===== src/rtl/bus_arbiter_rr.sv =====
// Bus arbiter for up to 16 masters, with fixed or round-robin priority.
// A grant runs GRANT -> WAIT_ADDR -> STROBE -> HOLD -> RELEASE.
// All outputs are registered. They are computed from the next state.
//
// state       | meaning
// ------------+-----------------------------------------------------------
// S_IDLE      | bus free; a pending request is arbitrated on each edge
// S_GRANT     | winner latched; one cycle before address decode is checked
// S_WAIT_ADDR | waiting for address_valid_i; timeout down-counter running
// S_STROBE    | data_strobe_o high for STROBE_CYCLES cycles
// S_HOLD      | bus kept until the granted master drops its request
// S_RELEASE   | one idle cycle with grant and target_ready removed
module bus_arbiter_rr #(
  parameter int NUM_MASTERS     = 4,
  parameter int CLK_MAX_TIMEOUT = 10,
  parameter int PRIORITY_MODE   = 1,
  parameter int STROBE_CYCLES   = 1,
  localparam int IDX_W          = (NUM_MASTERS > 1) ? $clog2(NUM_MASTERS) : 1
) (
  input  logic                   clk,
  input  logic                   rst_n,
  input  logic [NUM_MASTERS-1:0] barq_i,
  input  logic                   address_valid_i,
  output logic [NUM_MASTERS-1:0] bagd_o,
  output logic                   target_ready_o,
  output logic                   data_strobe_o,
  output logic                   error_o,
  output logic [IDX_W-1:0]       grant_idx_o,
  output logic [7:0]             err_cnt_o
);

  typedef enum logic [2:0] {
    S_IDLE, S_GRANT, S_WAIT_ADDR, S_STROBE, S_HOLD, S_RELEASE
  } state_e;

  localparam logic [7:0] TIMEOUT_LOAD = 8'(CLK_MAX_TIMEOUT - 1);
  localparam logic [7:0] STROBE_LOAD  = 8'(STROBE_CYCLES - 1);

  state_e                 state_q, state_d;
  logic [7:0]             cnt_q, cnt_d;
  logic [NUM_MASTERS-1:0] bagd_q, bagd_d;
  logic                   target_ready_q, target_ready_d;
  logic                   data_strobe_q, data_strobe_d;
  logic                   error_q, error_d;
  logic [IDX_W-1:0]       grant_idx_q, grant_idx_d;
  logic [7:0]             err_cnt_q, err_cnt_d;

  logic                   win_found;
  logic [IDX_W-1:0]       win_idx;
  logic [NUM_MASTERS-1:0] win_oh;
  logic                   own_req;
  logic                   timeout_evt;
  logic                   start_grant;

  // The grant is one-hot. This reads the granted master's request without indexing by grant_idx.
  assign own_req = |(barq_i & bagd_q);

  always_comb begin : winner_search
    int cand;
    cand      = 0;
    win_found = 1'b0;
    win_idx   = '0;
    win_oh    = '0;
    for (int i = 0; i < NUM_MASTERS; i++) begin
      if (PRIORITY_MODE == 1 && NUM_MASTERS > 1) begin
        cand = int'(grant_idx_q) + 1 + i;
        if (cand >= NUM_MASTERS) cand = cand - NUM_MASTERS;
      end else begin
        cand = i;
      end
      if (!win_found && ((barq_i >> cand) & NUM_MASTERS'(1)) != '0) begin
        win_found = 1'b1;
        win_idx   = IDX_W'(cand);
        win_oh    = NUM_MASTERS'(1) << cand;
      end
    end
  end

  always_ff @(posedge clk or negedge rst_n) begin
    if (!rst_n) begin
      state_q        <= S_IDLE;
      cnt_q          <= '0;
      bagd_q         <= '0;
      target_ready_q <= 1'b0;
      data_strobe_q  <= 1'b0;
      error_q        <= 1'b0;
      grant_idx_q    <= IDX_W'(NUM_MASTERS - 1);
      err_cnt_q      <= '0;
    end else begin
      state_q        <= state_d;
      cnt_q          <= cnt_d;
      bagd_q         <= bagd_d;
      target_ready_q <= target_ready_d;
      data_strobe_q  <= data_strobe_d;
      error_q        <= error_d;
      grant_idx_q    <= grant_idx_d;
      err_cnt_q      <= err_cnt_d;
    end
  end

  // A dropped request beats address_valid_i. address_valid_i beats the timeout.
  always_comb begin : next_state
    state_d     = state_q;
    cnt_d       = cnt_q;
    timeout_evt = 1'b0;
    case (state_q)
      S_IDLE: begin
        if (win_found) begin
          state_d = S_GRANT;
          cnt_d   = TIMEOUT_LOAD;
        end
      end
      S_GRANT: state_d = S_WAIT_ADDR;
      S_WAIT_ADDR: begin
        if (!own_req) begin
          state_d = S_RELEASE;
        end else if (address_valid_i) begin
          state_d = S_STROBE;
          cnt_d   = STROBE_LOAD;
        end else if (cnt_q == '0) begin
          state_d     = S_RELEASE;
          timeout_evt = 1'b1;
        end else begin
          cnt_d = cnt_q - 8'd1;
        end
      end
      S_STROBE: begin
        if (!own_req) begin
          state_d = S_RELEASE;
        end else if (cnt_q == '0) begin
          state_d = S_HOLD;
        end else begin
          cnt_d = cnt_q - 8'd1;
        end
      end
      S_HOLD: begin
        if (!own_req) state_d = S_RELEASE;
      end
      S_RELEASE: state_d = S_IDLE;
      default:   state_d = S_IDLE;
    endcase
  end

  always_comb begin : output_decode
    start_grant    = (state_q == S_IDLE) && (state_d == S_GRANT);
    bagd_d         = bagd_q;
    grant_idx_d    = grant_idx_q;
    if (start_grant) begin
      bagd_d      = win_oh;
      grant_idx_d = win_idx;
    end else if (state_d == S_IDLE || state_d == S_RELEASE) begin
      bagd_d = '0;
    end
    target_ready_d = !(state_d inside {S_IDLE, S_RELEASE});
    data_strobe_d  = (state_d == S_STROBE);
    error_d        = timeout_evt;
    err_cnt_d      = err_cnt_q;
    if (timeout_evt && err_cnt_q != 8'hFF) err_cnt_d = err_cnt_q + 8'd1;
  end

  assign bagd_o         = bagd_q;
  assign target_ready_o = target_ready_q;
  assign data_strobe_o  = data_strobe_q;
  assign error_o        = error_q;
  assign grant_idx_o    = grant_idx_q;
  assign err_cnt_o      = err_cnt_q;

endmodule


===== config.mk =====
export PLATFORM = sky130hd
export DESIGN_NAME = bus_arbiter_rr
export DESIGN_NICKNAME = d
export VERILOG_FILES = /design/src/rtl/bus_arbiter_rr.sv
export SDC_FILE = /design/constraint.sdc
export NUM_CORES = 1
export LEC_CHECK = 0
export CAP_MARGIN = 10
export CORE_ASPECT_RATIO = 1.2
export CORE_MARGIN = 1.5
export CORE_UTILIZATION = 45
export DETAILED_ROUTE_END_ITERATION = 8
export HOLD_SLACK_MARGIN = 0.06
export PLACE_DENSITY = 0.74
export SYNTH_ARGS = -nofsm -noshare
export SYNTH_HDL_FRONTEND = slang
export SYNTH_SLANG_ARGS = --single-unit
export TNS_END_PERCENT = 20

===== constraint.sdc =====
create_clock -name clk -period 4.13 [get_ports clk]
set_clock_uncertainty 0.15 [all_clocks]
set_input_delay 1.239 -clock clk [delete_from_list [all_inputs] [get_ports clk]]
set_output_delay 1.239 -clock clk [all_outputs]
set_load 0.005 [all_outputs]

==> results of run 1 <==
## metal layers
layer | up-vias | track usage, %
met5 | - | 0
met4 | 0 | 3.21
met3 | 2 | 2.12
met2 | 24 | 30.4
met1 | 786 | 23.4
li1 | 801 | -
## worst max path at each step
stage                   startpoint  slack [ns]        endpoint
detailed placement       barq_i[3]        0.48        cnt_q[5]
CTS                 grant_idx_o[0]        0.70        cnt_q[5]
finish              grant_idx_o[0]        0.68        cnt_q[5]
floorplan           grant_idx_o[0]        1.09        cnt_q[5]
global placement         barq_i[3]        0.54        cnt_q[5]
global route        grant_idx_o[0]        0.49  grant_idx_o[0]
## worst max-delay path: stages (launching register included)
cell       delay [ns]
dfstp_2          0.73
inv_1            0.15
ha_1             0.58
mux2i_1          0.36
o22ai_2          0.21
a2111oi_4        0.41
a21oi_2          0.22
or2_4            0.31
a32o_1           0.22
## synthesized netlist by cell type (4+ instances only)
master / count
nand2b_1: 5
nand3_1: 7
o21ai_0: 5
ha_1: 8
and3_1: 4
nor3_1: 7
o211ai_1: 5
dfrtp_1: 26
xnor2_1: 6
a22o_1: 6
inv_1: 15
a21oi_1: 12
clkbuf_1: 4
nor2_1: 16
nand2_1: 18
o221ai_1: 4
## flip-flops by register name, indices dropped and copies added, names as in the netlist
signal          cells
cnt_q               8
bagd_o              4
target_ready_o      1
data_strobe_o       1
err_cnt_o           8
grant_idx_o         2
error_o             1
state_q             3
## kinds of logic after synthesis
family	synth area share, %
multiplexers	4.57
adder cells (fa/ha/maj)	5.30
buffers and inverters	4.90
AO/OA/AOI/OAI	22.8
flip-flops	37.2
AND/OR/NAND/NOR	21.9
XOR/XNOR	3.25
## area by class of cell
| cell class | instances | area (sq um) |
|---|---|---|
| fill | 368 | 1730 |
| multi-input combinational | 157 | 1090 |
| sequential | 28 | 703 |
| timing repair buffer | 26 | 253 |
| tap | 54 | 67.6 |
| inverter | 15 | 56.3 |
| clock buffer | 3 | 41.3 |
| clock inverter | 1 | 30.0 |
## report_power, final
group	internal (mW)	switching (mW)	total [mW]
clock	0.130	0.0824	0.212
sequential	0.358	0.0965	0.454
combinational	0.453	0.564	1.02
## placed cells by master (no fill, tap or decap), types with 4 or more instances in the layout
cell type	instances
dfrtp_1	26
clkdlybuf4s50_1	23
nand2_1	18
nor2_1	16
inv_1	15
a21oi_1	12
ha_1	8
nor3_1	7
nand3_1	7
xnor2_1	6
a22o_1	6
nand2b_1	5
o21ai_0	5
o211ai_1	5
o221ai_1	4
and3_1	4
## per-stage QoR
stage	instances	setup slack, ns	hold WS, ns
final	284	0.684	0.348
after global placement	280	0.538	0.336
after CTS	284	0.704	0.359
after floorplan	207	1.09	0.327
after global routing	284	0.489	0.382
after detailed placement	280	0.483	0.344
==> impl_metrics.ini, run 1 <==
[outcome]
status = finished, final reports clean

[global_route]
grt_pass1_wl_mm = 6.59
antenna_found_initial = 0
track_usage_pct = 17.2
grt-ovfl-total = 0
first_global_vias = 1491
grt_max_degree = 29

[place]
dpl.hpwl_mm = 2.93
placed_area_sq_um = 2170
gp_congestion = 0.907
port_buffers = 23

[worst_setup_path]
criticalPathCategory = flip-flop to flip-flop
reg2regPathDepth = 8
endpoint_kind = flip-flop
crit-reg2reg-capture = cnt_q[5]
required_ns = 4.15
cp.arrival_ns = 3.46
path_max_fanout = 18
startpoint_type = flip-flop
reg2reg_slack_ns = 0.68
r2r-start = grant_idx_o[0]

[logic_synthesis]
synth_area_leaders = dfrtp_1 34%, ha_1 5.3%, nand2_1 3.6%
avgSynthCellArea_sq_um = 9.12
yosys_warnings = 0
syn_inst = 207
ys_types = 53
synth_ff_type = dfrtp_1
synthArstFlopShare_pct = 100
yosysSeqAreaShare_pct = 37.2
yosysTopAreaCell = dfrtp_1
ys_ff_latch = 28
synth_area_sq_um = 1890
yosysTopAreaCellShare_pct = 34.5
synth_edf_count = 0
synth_fp_nets = 222

[clock_network]
cts_tree = done
cts.sinks = 28
clockBufferDepth = 2
htreeDepth = 1
worstSkewPairLatency_ns = 0.27
path_clk_slew_ns = 0.10
hold_buffers = 0
cts_resized = 0
cts_made_buffers = 3
cts_root_buffer = clkbuf_8
postCtsSetupRepairBufs = 0

[drt]
dr.pass1.iters = 4
drc = 0
met2_length_mm = 1.93
wl_mm = 3.90
drt-initial-drc-count = 79
route.vias.total = 1613
ant_nets = 0
wl_per_cell_microns = 13.7
top_layer_used = met4
drt-met1-wl_mm = 1.87
wl_met3_microns = 91
vias_per_cell = 5.68

[timing]
hold_viol = 0
period_needed_ns = 3.45
fmaxAchievable_mhz = 290
rsz0062_at_grt = false
max_slew_margin_pct = 50.8
fin_setup_tns_ns = 0
period_share_pct = 83.4
maxSlewViolCount = 0
worst_pin_slew_ns = 0.732
finalSetupViolCount = 0

[floorplanning]
initial_core_util_pct = 47.5
coreArea_sq_um = 3970
die-height_microns = 74.0
io_pins = 24
fp.dieW_microns = 62.1
row_count = 25
die_area_sq_um = 4590

[run]
drv_cap = 0

[min_path]
hold_depth = 1
hp-class = flip-flop to flip-flop
hp-start = err_cnt_o[5]
hold_end = err_cnt_o[5]

[cells_and_area]
fin_area_sq_um = 2240
final_nets = 246
num_antenna_cells = 0
syn_to_final_growth_pct = 18.8
layout-drive-gt1-share_pct = 10.4
utilization_pct = 56.5

[power_and_ir_drop]
peakVddDrop_mv = 0.458
pwr_density_cell_nw_per_um2 = 750
p_leak_nw = 0.951
power_mw = 1.68
Note: power is estimated with default switching activity, not from simulation.
==> run 2: changes to the inputs <==
- PLACE_DENSITY: 0.74 -> 0.77
- clock period: 4.13 -> 2.95 ns (I/O delays scaled with it)
==> run 2 against run 1 <==
  * Via count increased by 5.6%
  * Sequential share of layout area decreased by 2.3 points
  * Critical path depth unchanged
  * Largest power group unchanged
  * Combinational power increased by 68%
  * Clock power increased by 44%
  * First-iteration DRC count unchanged
==> impl_metrics.ini, run 2 (synthesis gave the netlist of run 1 again) <==
[outcome]
status = finished, final reports clean

[floorplanning]
die_area_sq_um = 4590
coreArea_sq_um = 3970
initial_core_util_pct = 47.5
row_count = 25
io_pins = 24
fp.dieW_microns = 62.1
die-height_microns = 74.0

[worst_setup_path]
cp.arrival_ns = 2.85
slowest_stage = dfstp_2
cp_top_family = compound AO/OA/AOI/OAI gates
criticalPathCategory = flip-flop to flip-flop
crit_buf_inv = 1
startpoint_type = flip-flop
endpoint_kind = flip-flop
required_ns = 2.98
max_stage_delay_ns = 0.59
cp_cell_sequence = inv_1, ha_4, mux2_2, and3_4, a2111oi_4, a21oi_2, or2_4, a32o_1
path_max_fanout = 9

[global_route]
grt_pass1_wl_mm = 7.20
grt_max_degree = 29
track_usage_pct = 19.4
antenna_found_initial = 0
grt-ovfl-total = 0
first_global_vias = 1588

[place]
place_ws_ns = -0.134
port_buffers = 23
gp_congestion = 0.892
placed_area_sq_um = 2340
dpl.hpwl_mm = 3.17

[power_and_ir_drop]
p_leak_nw = 1.05
peakVddDrop_mv = 0.667
seqPwrFrac_pct = 23.1
sw_frac_of_total_pct = 42.5
pwr-share-clk_pct = 11.7
switching_power_mw = 1.12
power_mw = 2.62
combPwrFrac_pct = 65.2
p_int_mw = 1.51
pwr_density_cell_nw_per_um2 = 1080

[run]
drv_cap = 0

[drt]
vias_per_cell = 5.58
dr.pass1.iters = 4
wl_mm = 4.28
drt-initial-drc-count = 79
ant_nets = 0
wl_per_cell_microns = 14.0
drc = 0
route.vias.total = 1703

[clock_network]
cts_resized = 0
htreeDepth = 1
cts_root_buffer = clkbuf_8
cts_tree = done
cts.sinks = 28
path_clk_slew_ns = 0.10
cts_made_buffers = 3
clockBufferDepth = 2
worstSkewPairLatency_ns = 0.28

[timing]
rsz0062_at_grt = true
fin_setup_tns_ns = 0
max_slew_margin_pct = 72.7
worst_pin_slew_ns = 0.408
period_share_pct = 95.8
finalSetupViolCount = 0
hold_viol = 0
period_needed_ns = 2.83
maxSlewViolCount = 0
layout_setup_ws_ns = 0.123
fmaxAchievable_mhz = 354

[cells_and_area]
fill_cells = 346
final_common_cell = dfrtp_1
seqCellArea_sq_um = 703
final_cell_mix = 26 x dfrtp_1, 24 x buf_4, 23 x clkdlybuf4s50_1
fin_area_sq_um = 2420
utilization_pct = 60.9
multi_input_area_sq_um = 1110
num_antenna_cells = 0
layout-drive-gt1-share_pct = 18.7
final_nets = 267
syn_to_final_growth_pct = 28.1

[min_path]
hp-class = flip-flop to flip-flop
## run 2: cell count changes in the layout (fill, tap and decap cells not counted), sizes merged
cell,delta
buf,+21
## run 2: cell type report
type | count | area share (%)
Sequential cell | 28 | 29.1
Timing Repair Buffer | 47 | 17.0
Tap cell | 54 | 2.79
Multi-Input combinational cell | 157 | 45.9
Clock inverter | 1 | 1.24
Inverter | 15 | 2.33
Clock buffer | 3 | 1.71
## run 2: power by group through the flow
| stage | registers [mW] | logic, mW | clock network [mW] |
|---|---|---|---|
| 5_1_grt | 0.623 | 1.88 | 0.328 |
| 4_1_cts | 0.605 | 1.68 | 0.313 |
| 2_1_floorplan | 0.604 | 1.17 | 0 |
| 3_5_place_dp | 0.613 | 1.67 | 0 |
| 3_3_place_gp | 0.608 | 1.65 | 0 |
| 6_report | 0.607 | 1.71 | 0.306 |
## run 2: path summary, 6_finish.rpt
kind / cells after the start / to / slack [ns] / startpoint
max: 8 / cnt_q[5] / 0.12 / grant_idx_o[1]
min in group asynchronous: 2 / err_cnt_o[6] / 0.83 / rst_n
min: 1 / err_cnt_o[5] / 0.35 / err_cnt_o[5]
min reg2reg: 1 / err_cnt_o[5] / 0.35 / err_cnt_o[5]
max reg2reg: 8 / cnt_q[5] / 0.12 / grant_idx_o[1]
max in group asynchronous: 2 / grant_idx_o[1] / 1.52 / rst_n
## run 2: repair_timing
item                       CTS  global route
setup buffers                0             1
setup endpoints to repair    0             3
hold buffers                 0             0
## run 2: metrics by stage
stage | instances | hold WS, ns
after floorplan | 207 | 0.327
after global placement | 300 | 0.325
after detailed placement | 300 | 0.346
after CTS | 304 | 0.360
after global routing | 305 | 0.374
final | 305 | 0.351
## run 2: worst register-to-register path, cell delays in order, from the launching register on
cell,delay (ns)
dfstp_2,0.59
inv_1,0.10
ha_4,0.35
mux2_2,0.35
and3_4,0.19
a2111oi_4,0.36
a21oi_2,0.13
or2_4,0.28
a32o_1,0.22
## run 2: routing by layer
layer / track usage, % / part of all wire [%]
met3: 1.97 / 4.0
met5: 0 / 0
met4: 7.16 / 1.5
met2: 33.6 / 50
met1: 25.9 / 45
==> RTL change: new RTL, flow settings as in run 2 <==
Set the parameter `NUM_MASTERS` to 8 (it was 4).
--- a/src/rtl/bus_arbiter_rr.sv
+++ b/src/rtl/bus_arbiter_rr.sv
@@ -12,5 +12,5 @@
 // S_RELEASE   | one idle cycle with grant and target_ready removed
 module bus_arbiter_rr #(
-  parameter int NUM_MASTERS     = 4,
+  parameter int NUM_MASTERS     = 8,
   parameter int CLK_MAX_TIMEOUT = 10,
   parameter int PRIORITY_MODE   = 1,
Interface: changed (resized bagd_o, barq_i and grant_idx_o); port bits go from 24 to 33. No check against the original RTL was run, so the function may have changed too.
==> RTL change against run 2 <==
The run now ends with setup timing left. Worst setup slack worse by 540 ps. Non-clock buffer count increased by 99. Sequential cell count up 5. Wire length grew to 2.7 times the old value. Sequential share of layout area fell by 12 points. Area after synthesis up 72%. Final area up 100%. Maximum frequency shrank 16%. Core utilization is 9.6 points higher. Largest cell class unchanged.
Power is left out: the tool's default activity adds up to more than one toggle a clock period on the data nets, which glitch-free logic cannot reach.
==> RTL change: results (changes against run 2) <==
** Run status
- Outcome :: complete, but fails checks
- Violations in the final reports :: setup timing

** Global routing
- The first-pass GRT wire length was 18700 um (+160%).
- The global routing usage on met3 came to 3.22% (+1.3 points).
- Gr usage total :: 31.7% (+12 points)
- Maximum number of pins on one net before global-route repair :: 34 (+17%)
- Vias in the first global route :: 3862 (+140%)
- The met1 demand-to-capacity share in global routing came to 35.6% (+9.7 points).
- The fraction of met2 tracks used by global routing came to 57.9% (+24 points).

** Logic synthesis
- The number of nets in the synthesized netlist came to 405 (+82%).
- Main area contributors after synthesis :: dfrtp_1, ha_1, mux4_2, mux2i_1, nand2_1
- Sequential element share of the synthesized area :: 25.6% (-12 points)
- Commonest cells post-synth :: nand2_1, nor2_1, dfrtp_1, a21oi_1, ha_1
- The unique cell type count in the Yosys netlist was 73 (+38%).

** Drt
- The final routed wire length divided by cell count was 19.4 um (+38%).
- Total via count in the routed design :: 3790 (+120%)
- Number of detailed-route iterations in the first pass :: 5 (+1)
- Violation count after the first detailed-route iteration :: 327 (+310%)

** Placement
- The count of buffers inserted at the top-level ports was 32 (+39%).
- The worst slack after detailed placement came to -722 ps (-588 ps).
- Final weighted congestion in routability-driven placement :: 0.930 (+4.2%)
- The HPWL reported at the end of detailed placement was 8270 um (+160%).

** Clock network
- Clock transition time at the flip-flop clock pins of the worst setup and hold paths :: 80 ps (-20 ps)
- Worst skew pair latency :: 300 ps (+20 ps)
- CTS Buf Count :: 5 (+2)
- Clock tree synthesis selected as its root buffer the cell clkbuf_8.
- The H-tree level count is 2 (+1).

** Setup path
- The highest cell delay on the worst timing path is 650 ps (+60 ps).
- The critical path arrival is 3390 ps (+540 ps).
- The maximum fanout count along the critical path was 7 (-2).

** Layout
- The layout cell share with drive strength beyond 1 came to 37.1% (+18 points).
- Nets@finish :: 542 (+100%)
- Antenna diode count :: 0 (unchanged)
- The fill cell instance count of the final layout is 507 (+47%).

** STA
- The remaining max-slew budget at the tightest pin came to 52.4% (-20 points).
- The summed negative setup slack over all endpoints was -6850 ps (-6850 ps).
- The number of failing setup endpoints in the final timing report is 22 (+22).
- The smallest setup slack after layout was -420 ps (-544 ps).
## RTL change: what timing repair did
| action | in CTS | in global routing |
|---|---|---|
| pin swaps | 13 | 16 |
| resized for setup | 30 | 27 |
| setup buffers | 15 | 6 |
| setup endpoints to repair | 26 | 30 |
## RTL change: final cells by class
cell class / instances / share of cell area (%)
Multi-Input combinational cell: 310 / 52.6
Timing Repair Buffer: 146 / 24.7
Sequential cell: 33 / 17.1
Tap cell: 87 / 2.24
Inverter: 18 / 1.65
Clock buffer: 6 / 1.49
Clock inverter: 2 / 0.206
## RTL change: worst register-to-register path: cells and delay by family (launching register included)
| kind | cells | cell delay, ps |
|---|---|---|
| flip-flops | 1 | 650 |
| adder cells (fa/ha/maj) | 2 | 430 |
| multiplexers | 1 | 300 |
| AO/OA/AOI/OAI | 4 | 740 |
| AND/OR/NAND/NOR | 3 | 410 |
| XOR/XNOR | 1 | 300 |
| buffers and inverters | 2 | 300 |
## RTL change: final timing paths
check | start | endpoint | slack (ps) | cells after the start
min | err_cnt_o[7] | err_cnt_o[7] | 350 | 1
min reg2reg | err_cnt_o[7] | err_cnt_o[7] | 350 | 1
max reg2reg | grant_idx_o[0] | bagd_o[4] | -420 | 13
max in group asynchronous | rst_n | grant_idx_o[0] | 1450 | 2
max | grant_idx_o[0] | bagd_o[4] | -420 | 13
min in group asynchronous | rst_n | cnt_q[4] | 840 | 2
## RTL change: layer usage
metal	routed length [um]	share of wire (%)
met1	4380	38
met2	6000	51
met3	729	6.2
met4	564	4.8
met5	0	0
## RTL change: stage by stage
stage	hold WS [ps]	instances	cell area, um2
floorplan	310	377	3350
global placement	338	573	4390
detailed placement	331	573	4390
CTS	347	596	4700
global route	373	602	4860
finish	355	602	4860
## RTL change: cells by family (layout without fill, tap and decap cells)
group                    after synthesis  after routing  synth area share (%)
flip-flops                            33             33                  25.6
multiplexers                          25             25                  10.9
buffers and inverters                 34            172                  4.21
XOR/XNOR                              11             11                  3.43
AO/OA/AOI/OAI                        123            123                  28.3
adder cells (fa/ha/maj)               17             17                  6.56
AND/OR/NAND/NOR                      134            134                  21.1
